**config.mk**
```make
export PLATFORM = sky130hd
export DESIGN_NAME = freq_bcd_sequencer
export DESIGN_NICKNAME = d
export VERILOG_FILES = /design/src/rtl/freq_bcd_pkg.sv /design/src/rtl/bcd_add3_cell.sv /design/src/rtl/freq_bcd_sequencer.sv
export SDC_FILE = /design/constraint.sdc
export NUM_CORES = 1
export LEC_CHECK = 0
export CAP_MARGIN = 20
export CORE_ASPECT_RATIO = 0.9
export CORE_MARGIN = 2
export CORE_UTILIZATION = 48
export CTS_CLUSTER_DIAMETER = 150
export DETAILED_ROUTE_END_ITERATION = 7
export HOLD_SLACK_MARGIN = 0.02
export PLACE_DENSITY = 0.83
export SYNTH_ARGS = -nofsm -noshare
export SYNTH_HDL_FRONTEND = slang
export SYNTH_SLANG_ARGS = --single-unit
```
**constraint.sdc**
```tcl
create_clock -name clk -period 1.53 [get_ports clk]
set_input_delay 0.306 -clock clk [delete_from_list [all_inputs] [get_ports clk]]
set_output_delay 0.306 -clock clk [all_outputs]
set_load 0.03 [all_outputs]
```
**src/rtl/freq_bcd_pkg.sv**
```systemverilog
// Shared types and constants for the frequency display binary-to-BCD path.
package freq_bcd_pkg;

  typedef enum logic [1:0] {
    IDLE  = 2'd0,
    SHIFT = 2'd1,
    DONE  = 2'd2
  } state_e;

  localparam int ACC_DIG     = 5;
  localparam int MAX_VAL_DEF = 9999;

  typedef logic [3:0] bcd_t;

endpackage

```
**src/rtl/bcd_add3_cell.sv**
```systemverilog
// One-digit shift-add-3 correction: digits above 4 get +3 before the left shift.
module bcd_add3_cell
  import freq_bcd_pkg::*;
(
  input  bcd_t d_i,
  output bcd_t d_o
);

  assign d_o = (d_i > 4'd4) ? (d_i + 4'd3) : d_i;

endmodule

```
**src/rtl/freq_bcd_sequencer.sv**
```systemverilog
// Sequential binary-to-BCD converter between gate-time counter and 7-segment scan driver.
// Build option FREQ_BCD_SATURATE_EN: pegs the displayed digits at 9999 on overflow.
//
// state | meaning
// IDLE  | ready for a sample, outputs hold the last result
// SHIFT | one shift-add-3 iteration per clock, MSB first
// DONE  | result presented, waiting for out_ready
module freq_bcd_sequencer
  import freq_bcd_pkg::*;
#(
  parameter int IN_W    = 16,
  parameter int OUT_DIG = 4,
  parameter int MAX_VAL = MAX_VAL_DEF
) (
  input  logic            clk,
  input  logic            rst_n,
  input  logic            in_valid,
  output logic            in_ready,
  input  logic [IN_W-1:0] freq,
  output logic            out_valid,
  input  logic            out_ready,
  output logic [3:0]      thous,
  output logic [3:0]      hunds,
  output logic [3:0]      tens,
  output logic [3:0]      ones,
  output logic            ovf
);

  localparam int ACC_W = ACC_DIG * 4;
  localparam int OUT_W = OUT_DIG * 4;
  localparam int CNT_W = $clog2(IN_W);
  localparam logic [CNT_W-1:0] CNT_LAST = CNT_W'(IN_W - 1);
  localparam logic [31:0]      MAX_U    = 32'(MAX_VAL);

  state_e            state_q, state_d;
  logic [IN_W-1:0]   sh_q, sh_d;
  logic [ACC_W-1:0]  acc_q, acc_d;
  logic [CNT_W-1:0]  cnt_q, cnt_d;
  logic              ovf_r_q, ovf_r_d;
  logic [OUT_W-1:0]  dig_q, dig_d;
  logic              ovf_q, ovf_d;

  logic [ACC_W-1:0]      acc_adj;
  logic [ACC_W+IN_W-1:0] cat_nxt;

  for (genvar g = 0; g < ACC_DIG; g++) begin : g_add3
    bcd_add3_cell u_cell (
      .d_i (acc_q[g*4 +: 4]),
      .d_o (acc_adj[g*4 +: 4])
    );
  end

  // Corrected accumulator and shift register move left together as one word.
  assign cat_nxt = {acc_adj, sh_q} << 1;

  always_comb begin
    state_d = state_q;
    sh_d    = sh_q;
    acc_d   = acc_q;
    cnt_d   = cnt_q;
    ovf_r_d = ovf_r_q;
    dig_d   = dig_q;
    ovf_d   = ovf_q;
    case (state_q)
      IDLE: begin
        if (in_valid) begin
          sh_d    = freq;
          acc_d   = '0;
          cnt_d   = '0;
          ovf_r_d = (32'(freq) > MAX_U);
          state_d = SHIFT;
        end
      end
      SHIFT: begin
        acc_d = cat_nxt[ACC_W+IN_W-1:IN_W];
        sh_d  = cat_nxt[IN_W-1:0];
        cnt_d = cnt_q + CNT_W'(1);
        if (cnt_q == CNT_LAST) begin
          state_d = DONE;
          ovf_d   = ovf_r_q;
`ifdef FREQ_BCD_SATURATE_EN
          dig_d   = ovf_r_q ? {OUT_DIG{4'd9}} : cat_nxt[IN_W+OUT_W-1:IN_W];
`else
          dig_d   = cat_nxt[IN_W+OUT_W-1:IN_W];
`endif
        end
      end
      DONE: begin
        if (out_ready) state_d = IDLE;
      end
      default: state_d = IDLE;
    endcase
  end

  always_ff @(posedge clk or negedge rst_n) begin
    if (!rst_n) begin
      state_q <= IDLE;
      sh_q    <= '0;
      acc_q   <= '0;
      cnt_q   <= '0;
      ovf_r_q <= 1'b0;
      dig_q   <= '0;
      ovf_q   <= 1'b0;
    end else begin
      state_q <= state_d;
      sh_q    <= sh_d;
      acc_q   <= acc_d;
      cnt_q   <= cnt_d;
      ovf_r_q <= ovf_r_d;
      dig_q   <= dig_d;
      ovf_q   <= ovf_d;
    end
  end

  assign in_ready  = (state_q == IDLE);
  assign out_valid = (state_q == DONE);
  assign thous     = dig_q[15:12];
  assign hunds     = dig_q[11:8];
  assign tens      = dig_q[7:4];
  assign ones      = dig_q[3:0];
  assign ovf       = ovf_q;

endmodule
```
==> summary.txt <==
Power
  – Max IR drop VDD: approximately 1.0 mV
  – Design Power: between 0.006 and 0.007 W
  – Pwr dens: about 2100 nW/um2
  – LEAKAGE: approximately 1.5 nW

Global routing
  – Number of global-route vias before repair: roughly 2,200
  – Initial antenna violation count: 0
  – Tot GR Track Use: 0.2162
  – First-pass GRT wire length: between 9000 and 10,000 um
  – Largest net degree at the start of global routing: 47
  – Grt total ovfl: 0

Logic synthesis
  – Synth Cell Area: roughly 2600 um2
  – Synthesized instance count: between 200 and 300
  – Synthesized area per cell: between 9 and 10 um2
  – Netlist cell types: 32
  – Asr flop ratio synth: 1.000
  – EDFF count, synth: 0
  – Post-Syn Nets: 302
  – Post-synthesis register bit count: 56
  – Top FF cell, synth: dfrtp_1
  – Synth warn: 0
  – Sequential area share after synthesis: 0.5416

Setup path
  – Worst reg-to-reg path cell count: 5
  – Data arrival, critical path: about 1.2 ns
  – Worst setup path startpoint: state_q[0]
  – Slowest CP cell: dfrtp_1
  – Flop-to-flop setup slack: 0.09 ns
  – Worst-path cell chain: nand2b_1 -> inv_1 -> buf_4
  – CP required: between 1 and 1.5 ns
  – Critical path endpoint category: primary output
  – Worst R2R End: dig_q[7]
  – Critical R2R Launch: acc_q[4]
  – Worst setup SP type: register
  – Setup CP Type: register to primary output
  – Crit path to: out_valid
  – Max incr delay on CP: around 0.45 ns
  – CP max FO: 6

Route
  – Routed len/inst: around 15 um
  – Iter 0 DRT Violations: 126
  – Post-Route WL: a little under 6000 um
  – Via count: approximately 2,200
  – DR pass1 iterations: 4
  – DRC: 0
  – Antenna viol nets, final: 0
  – Vias per cell: between 5 and 6

Timing
  – Final period utilization: 0.9501
  – Worst-Margin Slew: a little under 0.3 ns
  – Min setup slack post-route: 0.07629 ns
  – Fin crit period: roughly 1.5 ns
  – Final Hold Viols: 0
  – Final setup fails: 0
  – Max Clk Rate: a little under 0.7 GHz
  – Final slew viol count: 0
  – Hold_ws: 0.4024 ns
  – Relative slew slack: 0.7997
  – Clock skew: approximately 0.0023 ns

Layout
  – Share of layout cells above drive strength 1: 0.1742
  – Area growth from synthesis to layout: 28.92%
  – FF/Latch Area: between 1000 and 1500 um2
  – Area of the multi-input gates: roughly 1100 um2
  – FILL cells: between 400 and 500
  – Final Cell Area: 3336 um2
  – Final Non-Filler Cells: 400
  – Final net count: 361
  – Number of antenna diodes: 0

Place
  – Dpl cell area: 3189 um2
  – DP Worst Slack: -0.05113 ns
  – I/O Buffers: 38
  – Final Wtd Congestion: between 0.8 and 0.9
  – Detailed placer's ending HPWL: approximately 4000 um
  – Placed insts: around 390

CTS
  – CTS tree: yes
  – CTS clock-pin slew for the worst setup and hold paths: about 0.090 ns
  – CTS sink cnt: between 50 and 60
  – Longest Clk Path Bufs: 2
  – CTS Buf Count: 5
  – Clock root cell: clkbuf_8
  – Clk Latency, worst-skew pair: roughly 0.31 ns
  – H-tree depth: 2

Die
  – Site Rows: 25
  – Io pins: 39
  – Die width: roughly 81 um
  – Die Y: approximately 74 um
  – Initial Utilization: 0.4953
  – DIE AREA: around 6000 um2
  – Core area: ~5200 um2

Status
  – Status: complete, no violations

Run
  – Max-Cap Viols: 0

Min path
  – Hold Crit Class: input port to async pin
[layer usage]
metal	up-vias	GRT usage	routed length, um
li1	1054	-	-
met1	1041	0.2842	2602
met2	53	0.3406	2883
met3	8	0.04177	258
met4	0	0.1130	74
met5	-	0	0
[worst min-delay path by stage]
stage	endpoint	slack (ns)	depth (start not counted)
2_1_floorplan	acc_q[0]	0.01	0
3_3_place_gp	ovf_r_q	0.20	1
3_5_place_dp	sh_q[0]	0.20	1
4_1_cts	ovf_r_q	0.40	2
5_1_grt	sh_q[0]	0.41	2
6_report	sh_q[0]	0.40	2
[metrics by stage]
stage	TNS (ns)	util
2_1_floorplan	0	-
6_report	0	0.6386
3_5_place_dp	-0.1369	0.6105
5_1_grt	-0.006963	0.6386
3_3_place_gp	0	0.6105
4_1_cts	0	0.6278
[cell type report]
class	instances	area share
inverter	13	0.01463
multi-input combinational	191	0.3320
sequential	56	0.4201
timing repair buffer	65	0.1812
clock buffer	8	0.02701
tap	67	0.02513
[worst max-delay path: cells and delay by family, from the launching register on]
family                 cells  cell delay, ns
AND/OR/NAND/NOR            1            0.18
flip-flops                 1            0.45
buffers and inverters      2            0.21
[power breakdown]
part	switching, W	internal, W
clock network	0.000461	0.000370
registers	0.000497	0.00215
logic	0.00188	0.00155
[state kept, by name, indices dropped and copies added, names as in the netlist]
signal and flops:
ovf 1, sh_q 16, ovf_r_q 1, state_q 2, cnt_q 4, acc_q 16, dig_q 16
[cells in the final DEF, fill, tap and decap left out, types with 2 or more instances in the layout]
master | synthesis | routed
nand2b_1 | 3 | 3
mux2_2 | 4 | 2
nand2_1 | 28 | 28
nor2b_1 | 2 | 2
ha_2 | 0 | 3
nor2_1 | 41 | 39
buf_12 | 0 | 4
inv_2 | 0 | 3
dlygate4sd2_1 | 0 | 17
inv_1 | 13 | 10
nand3_1 | 12 | 12
o21ai_1 | 0 | 7
a22o_1 | 3 | 3
mux2_4 | 2 | 4
nor3_1 | 6 | 6
a31oi_1 | 2 | 2
clkbuf_8 | 0 | 6
dfrtp_1 | 56 | 56
xnor2_1 | 4 | 4
o21ai_0 | 42 | 34
a21oi_1 | 7 | 3
ha_1 | 9 | 6
clkdlybuf4s50_1 | 0 | 18
nor2_2 | 0 | 2
buf_4 | 1 | 24
nand4_1 | 2 | 2
clkbuf_1 | 2 | 2
a21oi_2 | 0 | 4
o22ai_1 | 15 | 15
[cell usage after synthesis, types with 2 or more instances]
cell type | count | area share
buf_2 | 8 | 0.015
nand4_1 | 2 | 0.0048
nor2b_1 | 2 | 0.0048
dfrtp_1 | 56 | 0.54
mux2_2 | 4 | 0.017
xnor2_1 | 4 | 0.014
nand2_1 | 28 | 0.041
mux2_4 | 2 | 0.012
nor2_1 | 41 | 0.059
a22o_1 | 3 | 0.010
a31oi_1 | 2 | 0.0048
inv_1 | 13 | 0.019
nand2b_1 | 3 | 0.0073
a21oi_1 | 7 | 0.014
o22ai_1 | 15 | 0.036
ha_1 | 9 | 0.044
o21ai_0 | 42 | 0.081
clkbuf_1 | 2 | 0.0029
nor3_1 | 6 | 0.012
nand3_1 | 12 | 0.023
[kinds of logic after synthesis]
kind of cell	count (synthesis)	synth area share
and+or+nand+nor	98	0.1639
buffers and inverters	26	0.04594
AOI/OAI and AO/OA	74	0.1625
adders and majority gates	9	0.04352
DFF	56	0.5416
muxes	6	0.02901
xor gates and xnor gates	4	0.01354
[timing repair]
item                                    CTS  global route
gates resized for setup                  23            17
pin swaps                                 0             3
endpoints found under the hold margin     8             0
setup buffers                             0             4
hold buffers                              1             0
endpoints found under the setup margin   22            17
Power figures use the tool's default switching activity.
